File: src/rtl/ppm_decoder.sv
// ppm_decoder: D-PPM receiver. Measures the cycle gap between sensor rising
// edges, classifies each gap as a 0 or 1 bit and assembles packets LSB-first.
module ppm_decoder #(
  parameter int PACKET_SIZE   = 8,
  parameter int COUNTER_SIZE  = 8,
  parameter int INTERVAL_LOW  = 4,
  parameter int INTERVAL_HIGH = 8,
  parameter int TOLERANCE     = 1,
  parameter int ACTIVE_HIGH   = 1
) (
  input  logic                   clock,
  input  logic                   reset,
  input  logic                   sensor,
  output logic [PACKET_SIZE-1:0] data,
  output logic                   valid,
  output logic                   error,
  output logic                   busy
);

  localparam int BIT_W = $clog2(PACKET_SIZE + 1);
  localparam logic [COUNTER_SIZE-1:0] TIMEOUT = COUNTER_SIZE'(INTERVAL_HIGH + 1 + TOLERANCE);
  localparam logic [COUNTER_SIZE-1:0] LO0 = COUNTER_SIZE'(INTERVAL_LOW + 1 - TOLERANCE);
  localparam logic [COUNTER_SIZE-1:0] HI0 = COUNTER_SIZE'(INTERVAL_LOW + 1 + TOLERANCE);
  localparam logic [COUNTER_SIZE-1:0] LO1 = COUNTER_SIZE'(INTERVAL_HIGH + 1 - TOLERANCE);
  localparam logic [COUNTER_SIZE-1:0] HI1 = COUNTER_SIZE'(INTERVAL_HIGH + 1 + TOLERANCE);
  localparam logic INVERT = (ACTIVE_HIGH == 0);

  typedef enum logic {IDLE, RECEIVE} state_t;

  state_t                  state, state_n;
  logic                    s1, s2, s3;
  logic                    edge_det;
  logic                    is_zero, is_one;
  logic [COUNTER_SIZE-1:0] cnt, cnt_n;
  logic [BIT_W-1:0]        bit_idx, bit_idx_n;
  logic [PACKET_SIZE-1:0]  shift, shift_n, data_n;
  logic                    valid_n, error_n;

  // Sensor is asynchronous: normalise polarity, then synchronise and keep one
  // history sample so a rising edge is seen exactly once.
  always_ff @(posedge clock or posedge reset) begin
    if (reset) begin
      s1 <= 1'b0;
      s2 <= 1'b0;
      s3 <= 1'b0;
    end else begin
      s1 <= sensor ^ INVERT;
      s2 <= s1;
      s3 <= s2;
    end
  end

  assign edge_det = s2 & ~s3;
  assign is_zero  = (cnt >= LO0) && (cnt <= HI0);
  assign is_one   = (cnt >= LO1) && (cnt <= HI1);
  assign busy     = (state == RECEIVE);

  always_ff @(posedge clock or posedge reset) begin
    if (reset) begin
      state   <= IDLE;
      cnt     <= '0;
      bit_idx <= '0;
      shift   <= '0;
      data    <= '0;
      valid   <= 1'b0;
      error   <= 1'b0;
    end else begin
      state   <= state_n;
      cnt     <= cnt_n;
      bit_idx <= bit_idx_n;
      shift   <= shift_n;
      data    <= data_n;
      valid   <= valid_n;
      error   <= error_n;
    end
  end

  // An edge in the timeout cycle wins over the timeout and is classified.
  always_comb begin
    state_n   = state;
    cnt_n     = cnt;
    bit_idx_n = bit_idx;
    shift_n   = shift;
    data_n    = data;
    valid_n   = 1'b0;
    error_n   = 1'b0;
    case (state)
      IDLE: begin
        if (edge_det) begin
          state_n   = RECEIVE;
          cnt_n     = COUNTER_SIZE'(1);
          bit_idx_n = '0;
        end
      end
      RECEIVE: begin
        if (edge_det) begin
          cnt_n = COUNTER_SIZE'(1);
          if (is_zero || is_one) begin
            for (int i = 0; i < PACKET_SIZE; i++) begin
              if (bit_idx == BIT_W'(i)) shift_n[i] = is_one;
            end
            bit_idx_n = bit_idx + BIT_W'(1);
            if (bit_idx == BIT_W'(PACKET_SIZE - 1)) begin
              data_n  = shift_n;
              valid_n = 1'b1;
              state_n = IDLE;
            end
          end else begin
            error_n = 1'b1;
            state_n = IDLE;
          end
        end else if (cnt == TIMEOUT) begin
          error_n = 1'b1;
          state_n = IDLE;
        end else begin
          cnt_n = cnt + COUNTER_SIZE'(1);
        end
      end
      default: state_n = IDLE;
    endcase
  end

endmodule

File: config.mk
export PLATFORM = sky130hd
export DESIGN_NAME = ppm_decoder
export DESIGN_NICKNAME = d
export VERILOG_FILES = /design/src/rtl/ppm_decoder.sv
export SDC_FILE = /design/constraint.sdc
export NUM_CORES = 1
export LEC_CHECK = 0
export BUFFER_PORTS_ARGS = -buffer_cell sky130_fd_sc_hd__buf_2
export CORE_ASPECT_RATIO = 1.25
export CORE_MARGIN = 2
export CORE_UTILIZATION = 34
export DETAILED_ROUTE_END_ITERATION = 6
export GPL_ROUTABILITY_DRIVEN = 0
export SLEW_MARGIN = 20
export SYNTH_ARGS = -nofsm -noshare
export SYNTH_HDL_FRONTEND = slang
export SYNTH_SLANG_ARGS = --single-unit
File: constraint.sdc
create_clock -name clock -period 3.1 [get_ports clock]
set_clock_uncertainty 0.05 [all_clocks]
set_input_delay 0.62 -clock clock [delete_from_list [all_inputs] [get_ports clock]]
set_output_delay 0.62 -clock clock [all_outputs]
set_load 0.05 [all_outputs]
Word level (Yosys, flattened, before mapping)
Index checks and enable logic that the tools add are counted.
{"block": "totals", "register_bits": 34, "output_inout_bits": 11}
{"block": "classes", "bitwise_logic": 3, "order_cmp": 4, "reduce_logical": 8, "add_sub_neg": 2, "mux": 30, "n_eq_ne": 12}
{"cell": "8-bit 2-to-1 mux", "n": 3}
{"cell": "1-bit 2-to-1 mux", "n": 21}
{"cell": "4-bit by 3-bit equality test with 1-bit output (second input constant)", "n": 4}
{"cell": "8-bit case mux with 2 select lines", "n": 1}
{"cell": "4-bit 2-to-1 mux", "n": 3}
{"cell": "8-bit by 1-bit adder with 8-bit output (second input constant)", "n": 1}
{"cell": "4-bit by 2-bit equality test with 1-bit output (second input constant)", "n": 2}
{"cell": "8-bit by 4-bit equality test with 1-bit output (second input constant)", "n": 1}
{"cell": "8-bit by 3-bit >= comparator with 1-bit output (second input constant)", "n": 1}
{"cell": "8-bit by 4-bit >= comparator with 1-bit output (second input constant)", "n": 1}
{"cell": "8-bit by 3-bit less-or-equal comparator with 1-bit output (second input constant)", "n": 1}
{"cell": "8-bit by 4-bit less-or-equal comparator with 1-bit output (second input constant)", "n": 1}
{"cell": "4-bit case mux with 2 select lines", "n": 1}
{"cell": "3-bit AND reduction", "n": 2}
{"cell": "4-bit by 1-bit adder with 4-bit output (second input constant)", "n": 1}
{"cell": "4-bit by 1-bit equality test with 1-bit output (second input constant)", "n": 1}
{"cell": "4-bit logical NOT", "n": 1}
{"cell": "2-bit by 1-bit inequality test with 1-bit output (second input constant)", "n": 2}
{"cell": "4-bit AND reduction", "n": 1}
{"cell": "3-bit inequality test (second input constant)", "n": 1}
{"cell": "1-bit logical AND", "n": 2}
{"cell": "2-bit inequality test (second input constant)", "n": 1}
{"cell": "1-bit NOT", "n": 2}
{"cell": "1-bit case mux with 2 select lines", "n": 1}
{"cell": "3 further kinds", "n": 3}

Depth between registers and ports, before layout
Gate-level depths: netlist of the first run.
{"block": "logic_depth", "depth_word": 6, "mapped_depth": 6, "ltp_nobuf": 5}

Least setup slack after synthesis of the first run
No wires, ideal clock.
{"block": "synth_path", "path_kind": "reg2reg", "start": "register cnt[4]", "end": "register data[0]", "period_less_slack_ps": 2286, "arrival_time_ps": 2111, "slack_ps": 814, "path_stages_with_launch": 7, "setup_ps": 125, "n_path_buf": 2, "cell_sequence": "dfrtp_1 or4_4 buf_6 nor4_4 and3_1 buf_6 mux2_4"}
{"block": "synth_via", "elab_chain_cells": 4}
{"element": "start, declared", "line_no": "34", "text": "logic [COUNTER_SIZE-1:0] cnt, cnt_n;"}
{"element": "start signal, assigned", "line_no": "69", "text": "cnt <= cnt_n;"}
{"element": "8-bit by 3-bit >= comparator with 1-bit output, or another cell as far along", "line_no": "54", "text": "assign is_zero = (cnt >= LO0) && (cnt <= HI0);"}
{"element": "1-bit logical AND (on tied branches)", "line_no": "54, 55"}
{"element": "1-bit logical OR", "line_no": "98", "text": "if (is_zero || is_one) begin"}
{"element": "4-bit AND reduction (no source line)"}
{"element": "end signal, assigned", "line_no": "72", "text": "data <= data_n;"}
{"element": "end, declared", "line_no": "14", "text": "output logic [PACKET_SIZE-1:0] data,"}
Several ways; a longest one is shown, not always the timed one.
A chain may end at the register's enable or synchronous reset.

Final worst setup path of the first run
{"block": "layout_path", "start": "register cnt[4]", "end": "register data[4]"}
The elaborated chain is that of the path after synthesis.

==> impl_results.md, run 1 <==
- Hold buffers post-CTS: 0
- Total via count in the routed design: 1,100
- Endpoints failing setup: 0
- Die Footprint: around 5500 um2
- Cell row count: 28
- Design Area, Final: roughly 1900 um2
- Mean post-synth cell area: around 12 um2
- Total grt overflow: 0
- Main combinational cell family by area after synthesis: simple AND/OR/NAND/NOR gates
- Count of state elements after synthesis: 33
- Fraction of registers with async set/reset: 1.00
- Sum of net half-perimeters after detailed placement: ~2100 um
- EDFF count, synth: 0
- Share of synthesized area occupied by flip-flops and latches: 0.493
- DIE HEIGHT: approximately 80 um
- Number of port buffers: 13
- Cts bufs inserted: 5
- Post-synthesis share of cell area spent on full adders, half adders and majority gates: 0.0448
- Flip-flop cell with the highest count after synthesis: dfrtp_1
- Ant. Diodes: 0
- Crit. End Element: flop
- Setup fix buffers added after clock tree synthesis: 0
- Worst-case clock buffer depth: 2
- Final net count: 170
- Cells along the critical path: or4_4, nor4_4, and3_1, mux2_4
- Complex-gate fraction of the synthesized area: 0.0321
- Post-CTS Resized: 0
- Drt total wl: about 3000 um
- Delay of the slowest critical-path stage: between 0.6 and 0.7 ns
- Critical path's slowest cell: and3_1
- Number of levels in the clock H-tree: 2
- Data required time at the worst endpoint: between 3 and 4 ns
- Share of the clock period used by the worst path: 0.866
- Leading post-synthesis cells by instance count: dfrtp_1, nand2_1, mux2_2
- Routed WL per cell: between 10 and 15 um
- Power density of the placed cells: roughly 600 nW/um2
- Dominant cell by count in the synthesized netlist: dfrtp_1
- Area of the core region: 4730 um2
- Sum of negative setup slack: 0 ns
- Share of synthesized cell area in and, or, nand and nor gates: 0.192
- Initial antenna violation count: 0
- Share of layout cells above drive strength 1: 0.280
- Area overhead of the layout relative to synthesis: 12.2%
- First-iteration detailed-routing DRC count: between 40 and 50
- Final Max Slew Viols: 0
- Post-synthesis cell count: 145
- Total I/O pin count: 14
- Synth top area share: 0.493
- Number of global-route vias before repair: 1,084
- Unique masters post-synth: 33
- Insertion delay to the later sink of the worst-skew pair: between 0.2 and 0.3 ns
- Number of hold-slack violations in the final timing report: 0
- Clk slew on worst S/H paths: approximately 0.060 ns
- Overall global routing resource usage: 0.124
- Final Non-Filler Cells: 221
- Largest net degree at the start of global routing: 34
- Number of max-cap violations: 0
- First-pass GRT wire length: about 5000 um
- Element type at the critical path start: flop
- Detailed-routing iteration count for the pre-antenna-repair pass: 4
- Post-route core utilization: 0.397
- Synth area leader: dfrtp_1
- Warnings from Yosys: 0
- Setup repair after global routing missed its margin: false
- Transition time at the pin with the least slew margin: between 0.6 and 0.7 ns
- Starting Density: 0.354
- Final setup slack of the worst path: about 0.42 ns
- Top post-synthesis cells by area: dfrtp_1, mux2_2, mux2_4
- DRC violations left: 0
- Die width: 66.8 um
- Signal arrival time at the worst endpoint: approximately 2.8 ns
- Total instance count after detailed placement: 214
- Tightest Hold Check Type: reg2reg
- Setup Slack @ Placement: approximately 0.46 ns
- Clock period minus final worst setup slack: ~2.7 ns
- Outcome: finished, final reports clean
- Total cell area at the placement stage: about 1800 um2
- Library cell used as clock root buffer: clkbuf_8
- Worst Setup Path Type: reg2reg
- Vias/cell: ~5.0
- Number of nets in the synthesized netlist: roughly 150
- Summed instance area of the synthesized netlist: between 1500 and 2000 um2
- Maximum achievable frequency: 373 MHz
- ANT nets after route: 0
- Crit-path max FO: 10
- Proportion of synthesized area in mux cells: 0.165
- Max-slew headroom: 0.549
- Total clock sinks: 33
- Maximum vdd drop: around 0.23 mV
- Xor/xnor share of the synthesized area: 0.0366
- TritonCTS clock tree: yes
- Static Leakage: about 0.91 nW
-- sequential cells by signal, indices dropped and copies added, names as in the netlist --
name / count
cnt: 8
data: 8
shift: 7
bit_idx: 4
busy: 1
error: 1
s1: 1
s2: 1
s3: 1
valid: 1
-- cell usage in the layout, fill, tap and decap left out, types with 2 or more instances in the layout --
master and n:
dfrtp_1 33, nand2_1 15, mux2_2 13, buf_2 13
nor2_1 9, nand4_1 9, mux2_4 8, inv_1 6
ha_1 6, clkbuf_8 6, xor2_1 5, nand3_1 5
and3_1 4, o21ai_0 4, nor2b_1 2, nand2b_1 2
xnor2_1 2, a21oi_1 2, buf_4 2
-- worst paths after layout --
path | start | end | slack, ns | cells past startpoint
setup reg to reg | cnt[4] | data[4] | 0.42 | 4
setup / recovery | cnt[4] | data[4] | 0.42 | 4
max in group asynchronous | reset | cnt[1] | 2.35 | 3
hold / removal | s1 | s2 | 0.31 | 0
min in group asynchronous | reset | cnt[5] | 0.35 | 3
hold reg to reg | s1 | s2 | 0.31 | 0
-- worst max-delay path: cells and delay by family (launching register included) --
family / cells / cell delay (ns)
flip-flops: 1 / 0.42
AND/OR/NAND/NOR: 3 / 1.76
multiplexers: 1 / 0.35
-- final cells by class --
| class | count | area [um2] |
|---|---|---|
| clock buffer | 7 | 86.3 |
| fill | 478 | 2850 |
| tap | 60 | 75.1 |
| inverter | 6 | 22.5 |
| timing repair buffer | 15 | 80.1 |
| multi-input combinational | 100 | 788 |
| sequential | 33 | 826 |
-- cells by family (layout without fill, tap and decap cells) --
group,count (synthesis),after routing
buffers and inverters,12,28
flip-flops,33,33
AND/OR/NAND/NOR,56,56
XOR/XNOR,7,7
adder cells (fa/ha/maj),6,6
AO/OA/AOI/OAI,9,9
multiplexers,22,22
-- power by group --
part / internal (W) / total (W) / switching (W)
sequential: 0.000471 / 0.000544 / 0.0000740
clock: 0.000176 / 0.000321 / 0.000145
combinational: 0.0000948 / 0.000254 / 0.000159
total: 0.000741 / 0.00112 / 0.000378
-- routing by layer --
metal,vias to the layer above,share of wire,global-route usage
li1,536,-,-
met1,541,0.45,0.156
met2,16,0.49,0.195
met3,7,0.033,0.0339
met4,0,0.024,0.0612
met5,-,0,0
-- per-stage QoR --
step | hold WS, ns | total power, W
floorplan | 0.281 | 0.000742
global placement | 0.286 | 0.000796
detailed placement | 0.287 | 0.000805
CTS | 0.301 | 0.00113
global route | 0.331 | 0.00118
finish | 0.310 | 0.00112
(Power assumes the default switching activity.)
==> run 2, diff against run 1 <==
CORE_MARGIN = default   (was 2)
CTS_BUF_LIST = sky130_fd_sc_hd__clkbuf_4 sky130_fd_sc_hd__clkbuf_8   (was default)
==> run 2 against run 1 <==
Against the previous run:
- worst setup slack improved by 0.20 ns
- sequential share of layout area fell by 0.26 points
- sequential power barely moved
- largest cell class unchanged
- highest routed layer unchanged
==> impl_results.md, run 2 (synthesis gave the netlist of run 1 again) <==
- Routed WL per cell: 13.7 um (+0.91%)
- DRC violations left: 0 (unchanged)
- Static Leakage: 0.917 nW (+0.97%)
- Drt total wl: 3040 um (+1.4%)
- Number of cells on the worst reg-to-reg path: 5 (+1)
- Signal arrival time at the worst endpoint: 2.60 ns (-0.20 ns)
- Capture point of the worst reg-to-reg path: data[3]
- Overall global routing resource usage: 0.137 (+0.0130)
- Top flop regs: cnt (8), data (8), shift (7)
- Detailed-routing iteration count for the pre-antenna-repair pass: 4 (unchanged)
- Share of layout cells above drive strength 1: 0.290 (+0.0106)
- ANT nets after route: 0 (unchanged)
- First-iteration detailed-routing DRC count: 25 (-43%)
- Vias/cell: 4.99 (+0.27%)
- Clock period minus final worst setup slack: 2.48 ns (-0.199 ns)
- Total grt overflow: 0 (unchanged)
- Library cell used as clock root buffer: clkbuf_8
- Area of the core region: 4730 um2 (unchanged)
- Final net count: 171 (+0.59%)
- Maximum achievable frequency: 402 MHz (+8.0%)
- Insertion delay to the later sink of the worst-skew pair: 0.28 ns (about the same)
- Critical path's slowest cell: or4_4
- Number of levels in the clock H-tree: 2 (unchanged)
- First-pass GRT wire length: 5260 um (+5.0%)
- Most common library cell in the layout ignoring fill and taps: dfrtp_1
- Setup fix buffers added after clock tree synthesis: 0 (unchanged)
- Share of the clock period used by the worst path: 0.802 (-0.0641)
- Worst path bufs/invs: 1 (+1)
- Final Max Slew Viols: 0 (unchanged)
- Cell depth of the worst hold path: 0 (unchanged)
- TritonCTS clock tree: yes
- Area overhead of the layout relative to synthesis: 12.9%
- Worst path top cell family by delay: simple AND/OR/NAND/NOR gates
- Initial antenna violation count: 0 (unchanged)
- Source of the worst register-to-register timing path: cnt[4]
- Cell row count: 28 (unchanged)
- Worst setup startpoint: cnt[4]
- Endpoints failing setup: 0 (unchanged)
- Maximum vdd drop: 0.187 mV (-19%)
- Delay of the slowest critical-path stage: 0.60 ns (-0.05 ns)
- Total clock sinks: 33 (unchanged)
- Total instance count after detailed placement: 215 (+0.47%)
- Worst-case clock buffer depth: 2 (unchanged)
- Number of port buffers: 13 (unchanged)
- Hold buffers post-CTS: 0 (unchanged)
- Capture endpoint of the worst hold path: s2
- Outcome: finished, final reports clean
- Die width: 64.8 um (-3.0%)
- Data required time at the worst endpoint: 3.21 ns (about the same)
- Cts bufs inserted: 5 (unchanged)
- DIE HEIGHT: 80.5 um (-2.4%)
- Max-slew headroom: 0.561 (+0.0116)
- Die Footprint: 5210 um2 (-5.3%)
- Starting Density: 0.354 (unchanged)
- Sum of negative setup slack: 0 ns (unchanged)
- Worst Setup Path Type: reg2reg
- Sum of net half-perimeters after detailed placement: 2090 um (+1.3%)
- Crit-path max FO: 10 (unchanged)
- Crit. End Element: flop
- Power density of the placed cells: 599 nW/um2 (+0.54%)
- Transition time at the pin with the least slew margin: 0.658 ns (-0.0174 ns)
- Number of hold-slack violations in the final timing report: 0 (unchanged)
- Tightest Hold Check Type: reg2reg
- Total via count in the routed design: 1,108 (+0.73%)
- Cells along the critical path: or4_4, nor4_4, buf_4, and3_1, mux2_4
- Number of max-cap violations: 0 (unchanged)
- Commonest non-fill, non-tap cells in the layout: dfrtp_1, nand2_1, mux2_2, buf_2
- Number of global-route vias before repair: 1,097 (+1.2%)
- Element type at the critical path start: flop
- Final Non-Filler Cells: 222 (+0.45%)
- Ant. Diodes: 0 (unchanged)
- Post-CTS Resized: 0 (unchanged)
- Total I/O pin count: 14 (unchanged)
- Min-Delay Startpoint: s1
- Largest net degree at the start of global routing: 34 (unchanged)
- Worst path depth: 5 (+1)
- Total Power Consumption: 0.00113 W (+1.1%)
- Setup repair after global routing missed its margin: false
- Clk slew on worst S/H paths: 0.06 ns (about the same)
- Worst-case register-to-register setup slack: 0.62 ns (+0.20 ns)
[run 2: cell type report]
type                    instances  area, um2
clock buffers                   7       90.1
fillers                       470       2840
inverters                       6       22.5
multi-input cells             100        788
flip-flops and latches         33        826
well taps                      60       75.1
repair buffers                 16       87.6
[run 2: worst max path at each step]
stage | end | slack, ns
final | data[3] | 0.62
after global routing | data[3] | 0.50
after CTS | data[5] | 0.60
after detailed placement | data[5] | 0.61
after global placement | data[4] | 0.66
after floorplan | data[0] | 0.81
[run 2: layer usage]
metal,routed length (um),share of wire,track usage,vias up
met5,0,0,0,-
met4,75,0.025,0.0778,0
met3,97,0.032,0.0341,6
met2,1490,0.49,0.205,21
met1,1380,0.45,0.177,546
li1,-,-,-,535
[run 2: stage by stage]
step                hold WS [ns]  setup WS [ns]   util  instance area (um2)
finish                     0.297          0.615  0.399                 1890
global route               0.321          0.500  0.399                 1890
CTS                        0.300          0.604  0.399                 1890
detailed placement         0.286          0.614  0.380                 1800
global placement           0.284          0.657  0.380                 1800
floorplan                  0.281          0.814      -                 1670
[run 2: worst register-to-register path, stage by stage (launching register included)]
cell and delay [ns]:
dfrtp_1 0.41, or4_4 0.60, nor4_4 0.22, buf_4 0.20, and3_1 0.53, mux2_4 0.35
[run 2: power breakdown]
part	switching (W)	internal [W]
combinational	0.000161	0.0000973
clock	0.000142	0.000185
sequential	0.0000766	0.000471
total	0.000379	0.000752
